### src/rtl/dat_rx_deser_pkg.sv
// dat_rx_deser_pkg: shared widths, DAT framing nibbles and the CRC16-CCITT step for the read-path DAT stage.
package dat_rx_deser_pkg;
  localparam int DEF_FIFO_WIDTH = 32;
  localparam int DEF_BLOCK_SZ_WIDTH = 12;
  localparam int DEF_BLOCK_CNT_WIDTH = 16;
  localparam int DEF_TOUT_WIDTH = 16;
  localparam logic [15:0] CRC16_POLY = 16'h1021;
  localparam logic [3:0] DAT_START = 4'h0;
  localparam logic [3:0] DAT_END = 4'hF;
  function automatic logic [15:0] crc16_step(input logic [15:0] c, input logic d);
    return {c[14:0], 1'b0} ^ ((c[15] ^ d) ? CRC16_POLY : 16'h0000);
  endfunction
endpackage

### src/rtl/dat_rx_deser_crc16.sv
// dat_crc16_line: serial one-bit CRC16-CCITT (init 0) with synchronous clear and enable.
module dat_crc16_line
  import dat_rx_deser_pkg::*;
(
  input  logic        clk,
  input  logic        rst,
  input  logic        clr_i,
  input  logic        en_i,
  input  logic        bit_i,
  output logic [15:0] crc_o
);
  always_ff @(posedge clk or posedge rst)
    if (rst) crc_o <= '0;
    else if (clr_i) crc_o <= '0;
    else if (en_i) crc_o <= crc16_step(crc_o, bit_i);
endmodule

### src/rtl/dat_rx_deser.sv
// dat_rx_deser: SD read-path DAT stage; deframes 4-bit blocks into Rx FIFO words.
// Define DAT_RX_CRC_CHK_EN to check the per-lane CRC16 against the received CRC bits.
module dat_rx_deser
  import dat_rx_deser_pkg::*;
#(
  parameter int FIFO_WIDTH = DEF_FIFO_WIDTH,
  parameter int BLOCK_SZ_WIDTH = DEF_BLOCK_SZ_WIDTH,
  parameter int BLOCK_CNT_WIDTH = DEF_BLOCK_CNT_WIDTH,
  parameter int TOUT_WIDTH = DEF_TOUT_WIDTH
) (
  input  logic                       sd_clk,
  input  logic                       rst,
  input  logic [3:0]                 DAT_din,
  input  logic                       read_flag,
  input  logic [BLOCK_SZ_WIDTH-1:0]  block_sz,
  input  logic [BLOCK_CNT_WIDTH-1:0] block_cnt,
  input  logic [TOUT_WIDTH-1:0]      timeout_cycles,
  input  logic                       rx_buf_full,
  output logic                       rx_buf_wr_enb,
  output logic [FIFO_WIDTH-1:0]      rx_buf_din_out,
  output logic                       rx_busy,
  output logic                       tf_finished,
  output logic                       crc_err,
  output logic                       end_err,
  output logic                       timeout_err,
  output logic                       overrun_err
);
  localparam int NPW = FIFO_WIDTH / 4;
  localparam int PW = $clog2(NPW);
  typedef enum logic [4:0] {
    IDLE = 5'b00001, WAIT_START = 5'b00010, DATA = 5'b00100, CRC = 5'b01000, END = 5'b10000
  } state_t;
  state_t state_q;
  logic rf_q;
  logic [BLOCK_SZ_WIDTH-1:0] bsz_q;
  logic [BLOCK_CNT_WIDTH-1:0] bcnt_q;
  logic [BLOCK_SZ_WIDTH:0] nib_q;
  logic [PW-1:0] pos_q;
  logic [FIFO_WIDTH-1:0] word_q, word_d;
  logic [3:0] crc_cnt_q;
  logic [TOUT_WIDTH-1:0] tout_q, tout_d;
  logic last_nib, word_done, start;
  // a new word starts from zero so a short final word comes out left-aligned and zero-padded
  assign word_d = (pos_q == '0 ? '0 : word_q) | ({DAT_din, {(FIFO_WIDTH-4){1'b0}}} >> {pos_q, 2'b00});
  assign last_nib = nib_q == {bsz_q, 1'b0} - (BLOCK_SZ_WIDTH+1)'(1);
  assign word_done = state_q == DATA && (last_nib || pos_q == PW'(NPW-1));
  assign tout_d = tout_q + {{(TOUT_WIDTH-1){1'b0}}, ~&tout_q};
  assign start = state_q == IDLE && read_flag && !rf_q;
  assign rx_busy = state_q != IDLE;
`ifdef DAT_RX_CRC_CHK_EN
  logic [15:0] crc_q [4];
  logic [3:0] crc_exp;
  for (genvar i = 0; i < 4; i++) begin : g_crc
    dat_crc16_line u_crc (
      .clk(sd_clk), .rst(rst), .clr_i(state_q == WAIT_START), .en_i(state_q == DATA),
      .bit_i(DAT_din[i]), .crc_o(crc_q[i])
    );
    assign crc_exp[i] = crc_q[i][~crc_cnt_q];
  end
`else
  assign crc_err = 1'b0;
`endif
  always_ff @(posedge sd_clk or posedge rst) begin
    if (rst) begin
      state_q <= IDLE;
      rf_q <= 1'b0;
      bsz_q <= '0;
      bcnt_q <= '0;
      nib_q <= '0;
      pos_q <= '0;
      word_q <= '0;
      crc_cnt_q <= '0;
      tout_q <= '0;
      rx_buf_wr_enb <= 1'b0;
      rx_buf_din_out <= '0;
      tf_finished <= 1'b0;
      end_err <= 1'b0;
      timeout_err <= 1'b0;
      overrun_err <= 1'b0;
`ifdef DAT_RX_CRC_CHK_EN
      crc_err <= 1'b0;
`endif
    end else begin
      rf_q <= read_flag;
      rx_buf_wr_enb <= 1'b0;
      tf_finished <= 1'b0;
      if (state_q != IDLE && !read_flag) state_q <= IDLE;
      else case (state_q)
        IDLE: if (start) begin
          bsz_q <= block_sz;
          bcnt_q <= block_cnt;
          tout_q <= '0;
          end_err <= 1'b0;
          timeout_err <= 1'b0;
          overrun_err <= 1'b0;
`ifdef DAT_RX_CRC_CHK_EN
          crc_err <= 1'b0;
`endif
          if (block_sz == '0 || block_cnt == '0) tf_finished <= 1'b1;
          else state_q <= WAIT_START;
        end
        WAIT_START: if (DAT_din == DAT_START) begin
          state_q <= DATA;
          nib_q <= '0;
          pos_q <= '0;
        end else begin
          tout_q <= tout_d;
          if (tout_d >= timeout_cycles) begin
            timeout_err <= 1'b1;
            tf_finished <= 1'b1;
            state_q <= IDLE;
          end
        end
        DATA: begin
          word_q <= word_d;
          nib_q <= nib_q + (BLOCK_SZ_WIDTH+1)'(1);
          pos_q <= word_done ? '0 : pos_q + PW'(1);
          if (word_done && rx_buf_full) overrun_err <= 1'b1;
          if (word_done && !rx_buf_full) begin
            rx_buf_wr_enb <= 1'b1;
            rx_buf_din_out <= word_d;
          end
          if (last_nib) begin
            state_q <= CRC;
            crc_cnt_q <= '0;
          end
        end
        CRC: begin
          crc_cnt_q <= crc_cnt_q + 4'd1;
`ifdef DAT_RX_CRC_CHK_EN
          if (DAT_din != crc_exp) crc_err <= 1'b1;
`endif
          if (&crc_cnt_q) state_q <= END;
        end
        END: begin
          if (DAT_din != DAT_END) end_err <= 1'b1;
          bcnt_q <= bcnt_q - BLOCK_CNT_WIDTH'(1);
          if (bcnt_q == BLOCK_CNT_WIDTH'(1)) begin
            tf_finished <= 1'b1;
            state_q <= IDLE;
          end else begin
            tout_q <= '0;
            state_q <= WAIT_START;
          end
        end
        default: state_q <= IDLE;
      endcase
    end
  end
endmodule
### config.mk
export PLATFORM = sky130hd
export DESIGN_NAME = dat_rx_deser
export DESIGN_NICKNAME = d
export VERILOG_FILES = /design/src/rtl/dat_rx_deser_pkg.sv /design/src/rtl/dat_rx_deser_crc16.sv /design/src/rtl/dat_rx_deser.sv
export SDC_FILE = /design/constraint.sdc
export NUM_CORES = 1
export LEC_CHECK = 0
export BUFFER_PORTS_ARGS = -buffer_cell sky130_fd_sc_hd__buf_4
export CAP_MARGIN = 20
export CORE_MARGIN = 2
export CORE_UTILIZATION = 44
export DETAILED_ROUTE_END_ITERATION = 10
export MAX_ROUTING_LAYER = met4
export PLACE_DENSITY_LB_ADDON = 0.2
export SYNTH_ARGS = -nofsm -noshare
export SYNTH_HDL_FRONTEND = slang
export SYNTH_SLANG_ARGS = --single-unit
### constraint.sdc
create_clock -name sd_clk -period 5.05 [get_ports sd_clk]
set_clock_uncertainty 0.15 [all_clocks]
set_input_delay 1.2625 -clock sd_clk [delete_from_list [all_inputs] [get_ports sd_clk]]
set_output_delay 1.2625 -clock sd_clk [all_outputs]
set_load 0.005 [all_outputs]
==> reports/metrics.csv, run 1 <==
metric,value,unit
Worst Path Max Fanout,7,
sequential share of power,41.8,%
mean post-synth cell area,9.76,µm²
routed vias,6016,
first-pass GRT wire length,29.6,mm
Tot GR Track Use,20.7,%
# IOs,91,
Max VDD drop,0.311,mV
Vert. Die Dim,136,µm
post-synth top area cell,dfrtp_1,
die width,136,µm
RSZ-0062 raised after global routing,false,
Final Cycle Share,84.5,%
number of clock sinks,139,
total of max-cap violations,0,
Arrival @ worst endpoint,4420,ps
"Top FF cell, synth",dfrtp_1,
Worst-path clk slew,60,ps
row count,48,
Worst Setup Start Kind,register,
P per Cell Area,386,nW/µm²
Switching Share,34.3,%
syn nets,864,
CTS tree,done,
pins over their slew limit,0,
latest clock arrival within the worst-skew pair,420,ps
CTS Buf Count,17,
First DRT Iteration DRCs,449,
Vias per Instance,5.50,
Placed Cells incl. Taps,1061,
final setup vio count,0,
Die Area,18500,µm²
minimum clock period,4260,ps
Overflow after GRT,0,
Final GP Congestion,0.875,
post-detailed-route count of antenna-violating nets,0,
antenna violations before repair,0,
final hold violations,0,
core area,17200,µm²
post-CTS setup buffers,0,
routing usage on met2,30.5,%
Area contributors post-synth,"dfrtp_1 45%, mux2_4 5.7%, nor2_1 4.4%",
"Cell Area, Synth",7670,µm²
Final nets,933,
Synthesis Warnings,0,
Routed WL per cell,15.9,µm
most common cell in the netlist,dfrtp_1,
critical path class,reg -> reg,
CTS H-tree depth,4,
"Seq/Total Area, Yosys",45.4,%
grt met3 use,4.70,%
vias in the first global route,5803,
post-synth cell types,62,
Peak Freq,234,MHz
IO Port Bufs,89,
Initial Utilization,44.7,%
Clock Path Buffers,2,
#FFs+latches synth,139,
setup TNS,0,ps
Crit. End Element,register,
Lkg Pwr,0.00426,µW
CTS Hold Bufs,0,
Post-synth EDFFs,0,
Gate Count Post-Synth,786,
Comb pwr share,24.9,%
Layout Cells excl Fill,1093,
clock network power share,33.3,%
GR peak layer,met2,
worst min path class,reg -> reg,
CP required,5200,ps
Post-synth ARST share,100,%
CTS resizes,0,
overall routed net length,17.4,mm
detailed placement HPWL,12.1,mm
Psw,1190,µW
Antenna diodes,0,
Relative slew margins,24.8,%
most frequent cells after synthesis,"138 x dfrtp_1, 89 x nor2_1, 60 x a21oi_1, 52 x nand2_1, 48 x o21ai_0",
Worst-Margin Slew,1120,ps
Syn-to-layout area delta,17.4,%
proportion of layout cells with a drive suffix above 1,20.7,%
First-pass DRT Iterations,4,
clk root buf,clkbuf_16,
Synth top area share,45.0,%
Int Pwr,2280,µW
largest net degree at the start of global routing,107,
status,finished clean,
global routing met1 resource utilization,28.8,%
DRC,0,
Hold WS,334,ps
-- cell families after synthesis --
family	Yosys count	synth area share (%)
AOI/OAI and AO/OA	190	16.0
xor gates and xnor gates	44	5.02
adders and majority gates	26	4.24
buffers and inverters	76	4.52
DFF	139	45.4
muxes	46	8.14
other	1	0.0489
and+or+nand+nor	264	16.7
-- metrics by stage --
stage / utilization, % / cell area [µm²] / power, µW / setup WS, ps
6_report: 52.4 / 9010 / 3470 / 785
5_1_grt: 52.4 / 9010 / 3700 / 423
4_1_cts: 52.4 / 9010 / 3510 / 797
3_5_place_dp: 49.2 / 8450 / 2340 / 818
3_3_place_gp: 49.2 / 8450 / 2320 / 967
2_1_floorplan: - / 7680 / 2090 / 1310
-- path summary, 6_finish.rpt --
kind                       cells past startpoint                      to  slack [ps]             startpoint
min in group asynchronous                      2  tout_q[10]$_DFFE_PP0P_         830                    rst
max                                           18   tf_finished$_DFF_PP0_         790  tout_q[5]$_DFFE_PP0P_
max in group asynchronous                      3   nib_q[12]$_DFFE_PP0P_        2930                    rst
min                                            2   bcnt_q[8]$_DFFE_PP0P_         330  bcnt_q[8]$_DFFE_PP0P_
max reg2reg                                   18   tf_finished$_DFF_PP0_         790  tout_q[5]$_DFFE_PP0P_
min reg2reg                                    2   bcnt_q[8]$_DFFE_PP0P_         330  bcnt_q[8]$_DFFE_PP0P_
-- flip-flops by register name, indices dropped and copies added, names as in the netlist, 3 cells and up --
name,cells
rx_buf_din_out,32
word_q,32
bcnt_q,16
tout_q,16
nib_q,13
bsz_q,12
state_q,5
crc_cnt_q,4
pos_q,3
-- per-layer routing --
metal | wire length (µm) | share of wire (%)
met5 | 0 | 0
met4 | 176 | 1.0
met3 | 606 | 3.5
met2 | 8030 | 46
met1 | 8580 | 49
-- power by group through the flow --
stage | combinational [µW] | sequential (µW) | clock (µW)
floorplan | 684 | 1400 | 0
global placement | 856 | 1460 | 0
detailed placement | 867 | 1470 | 0
CTS | 872 | 1450 | 1190
global route | 984 | 1480 | 1240
finish | 865 | 1450 | 1160
-- critical path, stage by stage, from the launching register on --
cell and delay [ps]:
dfrtp_1 440, and4_1 240, and3_1 200, nand2_1 100, nor2_1 70, nand3_1 90
ha_1 220, ha_1 310, nand2_1 140, nor2_1 220, nand3_1 120, xnor2_1 200
ha_1 270, o21ai_0 160, nor2_1 50, a2111oi_0 400, o41a_1 350, nor3_1 80
o311a_1 350
-- placed cells by master (no fill, tap or decap), drive strengths merged, types with 14 or more instances in the layout --
| cell | netlist | routed |
|---|---|---|
| inv | 33 | 36 |
| buf | 6 | 93 |
| nand3 | 22 | 22 |
| dfrtp | 138 | 138 |
| ha | 26 | 26 |
| nand4 | 14 | 14 |
| a22o | 32 | 32 |
| o21ai | 49 | 49 |
| nand2 | 52 | 52 |
| nor3 | 24 | 24 |
| nor2 | 89 | 89 |
| mux2 | 44 | 44 |
| a21oi | 60 | 60 |
| xnor2 | 22 | 22 |
| xor2 | 22 | 22 |
| clkbuf | 37 | 18 |
-- layout make-up --
| type | count | area (µm²) |
|---|---|---|
| fillers | 1658 | 8170 |
| multi-input cells | 571 | 3850 |
| flip-flops and latches | 139 | 3480 |
| repair buffers | 93 | 711 |
| clock buffers | 18 | 439 |
| well taps | 225 | 282 |
| inverters | 33 | 128 |
| clock inverters | 14 | 114 |
Note: power is estimated with default switching activity, not from simulation.
==> run 2, diff against run 1 <==
Settings changed: ABC_AREA set to 1.
Clock period 5.05 ns to 4.4 ns, I/O delays scaled along.
==> run 2 against run 1 <==
Global-route usage rose by 0.70 points. Sequential power up 23%. Combinational power increased by 76%. Register-to-register slack worse by 70 ps. Core utilization rose by 1.6 points. Hold slack lost 7.9 ps. Largest power group unchanged. Highest routed layer unchanged. Critical path type unchanged.
==> reports/metrics.csv, run 2 <==
metric,value,unit
status,finished clean,
IO Port Bufs,89,
Arrival @ worst endpoint,3890,ps
CTS tree,done,
"CP delay by family, top",simple AND/OR/NAND/NOR gates,
Final Cycle Share,83.7,%
mean post-synth cell area,7.65,µm²
post-CTS setup buffers,0,
Antenna diodes,0,
Worst Path Max Fanout,4,
Worst Reg-to-Reg Cells,23,
total of max-cap violations,0,
FF+latch area,3480,µm²
antenna violations before repair,0,
P per Cell Area,516,nW/µm²
Max stage delay on crit path,390,ps
Final nets,1195,
Max VDD drop,0.312,mV
CP cell instances,inv_1 -> nor3_1 -> nand4_1 -> nor4_1 -> nand2_1 -> ha_1 -> ha_1 -> nand3_1 -> nor2_1 -> nand3_1 -> xor2_1 -> inv_1 -> ha_1 -> nand2_1 -> inv_1 -> nand3_1 -> nor3_1 -> nand2_1 -> nand3_1 -> nand2_1 -> nor2_1 -> nand2_1 -> nand2_1,
CP required,4610,ps
CTS H-tree depth,4,
clk root buf,clkbuf_16,
"Top cell by count, worst path",nand2_1,
critical path class,reg -> reg,
RSZ-0062 raised after global routing,false,
final setup vio count,0,
core area,17400,µm²
pins over their slew limit,0,
Post-synth EDFFs,0,
Die Area,19000,µm²
Hold Path Cell Cnt,2,
Lkg Pwr,0.00471,µW
Critical Path Sink,state_q[3]$_DFFE_PP0P_,
Clock Path Buffers,2,
largest net degree at the start of global routing,50,
CTS resizes,0,
CTS Hold Bufs,0,
vias in the first global route,6457,
Initial Utilization,45.3,%
"Cell Area, Synth",7900,µm²
CP Launch Point,tout_q[5]$_DFFE_PP0P_,
"Slowest-stage cell, CP",dfrtp_1,
Largest regs,"rx_buf_din_out (32), word_q (32)",
post-synth top area cell,dfrtp_1,
proportion of layout cells with a drive suffix above 1,14.7,%
row count,48,
# IOs,91,
R2R setup slack,720,ps
Worst Setup Start Kind,register,
number of clock sinks,139,
footprint of the multi-input gates,3600,µm²
"commonest non-fill, non-tap cell in the layout",nand2_1,
Layout Cells excl Fill,1354,
Fillers,1718,
post-detailed-route count of antenna-violating nets,0,
overall routed net length,18.5,mm
most common cell in the netlist,nand2_1,
Syn-to-layout area delta,19.1,%
First-pass DRT Iterations,5,
Post-synth ARST share,100,%
Crit. End Element,register,
post-synth cell types,43,
syn nets,1110,
Area contributors post-synth,"dfrtp_1 44%, nand2_1 12%, inv_1 7.8%",
final hold violations,0,
setup TNS,0,ps
Relative slew margins,41.5,%
Worst-Margin Slew,871,ps
Peak Freq,272,MHz
Vias per Instance,5.03,
reg-to-reg critical path startpoint,tout_q[5]$_DFFE_PP0P_,
latest clock arrival within the worst-skew pair,420,ps
Routed WL per cell,13.7,µm
minimum clock period,3680,ps
"Seq/Total Area, Yosys",44.1,%
most frequent cells after synthesis,"248 x nand2_1, 165 x inv_1, 138 x dfrtp_1, 114 x o21ai_0, 63 x nor2_1",
First DRT Iteration DRCs,429,
"Top FF cell, synth",dfrtp_1,
routed vias,6814,
r2r endpoint,state_q[3]$_DFFE_PP0P_,
Synth top area share,43.7,%
detailed placement HPWL,13.7,mm
worst min path class,reg -> reg,
Final GP Congestion,0.851,
Tot GR Track Use,21.4,%
"commonest cells after routing, fill and taps aside","248 x nand2_1, 164 x inv_1, 138 x dfrtp_1",
Gate Count Post-Synth,1032,
Synthesis Warnings,0,
Overflow after GRT,0,
Vert. Die Dim,138,µm
Crit. path cell count,23,
first-pass GRT wire length,31.0,mm
CTS Buf Count,17,
die width,138,µm
Placed Cells incl. Taps,1323,
WP buf/inv,3,
Worst-path clk slew,60,ps
#FFs+latches synth,139,
DRC,0,
[run 2: cell types whose count changed after synthesis, moves of 26 or more]
cell     previous run  this run
o21ai_0            48       114
o22ai_1             3        29
a21oi_1            60        25
a22o_1             32         1
nand2_1            52       248
mux2_4             29         0
nor2_1             89        63
inv_1              33       165
[run 2: metal layers]
metal	part of all wire [%]	global-route usage (%)	wire (µm)
met5	0	-	0
met4	1.7	6.97	312
met3	3.9	4.02	730
met2	44	32.0	8210
met1	50	29.5	9240
[run 2: logic make-up after synthesis]
group | share of synthesized area [%]
DFF | 44.1
xor gates and xnor gates | 2.99
and+or+nand+nor | 24.3
AOI/OAI and AO/OA | 14.2
other | 0.0475
adders and majority gates | 4.12
buffers and inverters | 10.3
[run 2: per-stage QoR]
step / hold slack (ps) / total power (µW) / utilization, % / setup WS, ps / area (µm²)
floorplan: 298 / 2950 / - / 1270 / 7900
global placement: 310 / 3290 / 50.3 / 929 / 8760
detailed placement: 319 / 3320 / 50.3 / 753 / 8760
CTS: 334 / 4890 / 54.0 / 725 / 9410
global route: 346 / 5230 / 54.0 / 240 / 9410
finish: 326 / 4850 / 54.0 / 719 / 9410
[run 2: worst min-delay path by stage]
stage	start	to	slack [ps]
floorplan	word_q[0]$_DFFE_PP0P_	word_q[0]$_DFFE_PP0P_	300
global placement	word_q[15]$_DFFE_PP0P_	word_q[15]$_DFFE_PP0P_	310
detailed placement	rx_buf_din_out[19]$_DFFE_PP0P_	rx_buf_din_out[19]$_DFFE_PP0P_	320
CTS	word_q[12]$_DFFE_PP0P_	word_q[12]$_DFFE_PP0P_	330
global route	rx_buf_din_out[2]$_DFFE_PP0P_	rx_buf_din_out[2]$_DFFE_PP0P_	350
finish	rx_buf_din_out[23]$_DFFE_PP0P_	rx_buf_din_out[23]$_DFFE_PP0P_	330
[run 2: cell type report]
type                       count  area share [%]
multi-input combinational    688            38.3
clock inverter                 9            1.70
sequential                   139            37.0
clock buffer                  22            5.15
timing repair buffer          97            7.87
inverter                     174            6.98
tap                          225            2.99
[run 2: worst min-delay path: cells and delay by family, from the launching register on]
family | cells | cell delay (ps)
flip-flops | 1 | 340
AND/OR/NAND/NOR | 2 | 100
[run 2: report_power, final]
group          leakage [µW]  switching (µW)  internal [µW]  total (µW)
Clock              0.000305             541           1010        1550
Sequential          0.00178             224           1560        1780
Combinational       0.00263             980            541        1520
Total               0.00471            1750           3110        4850
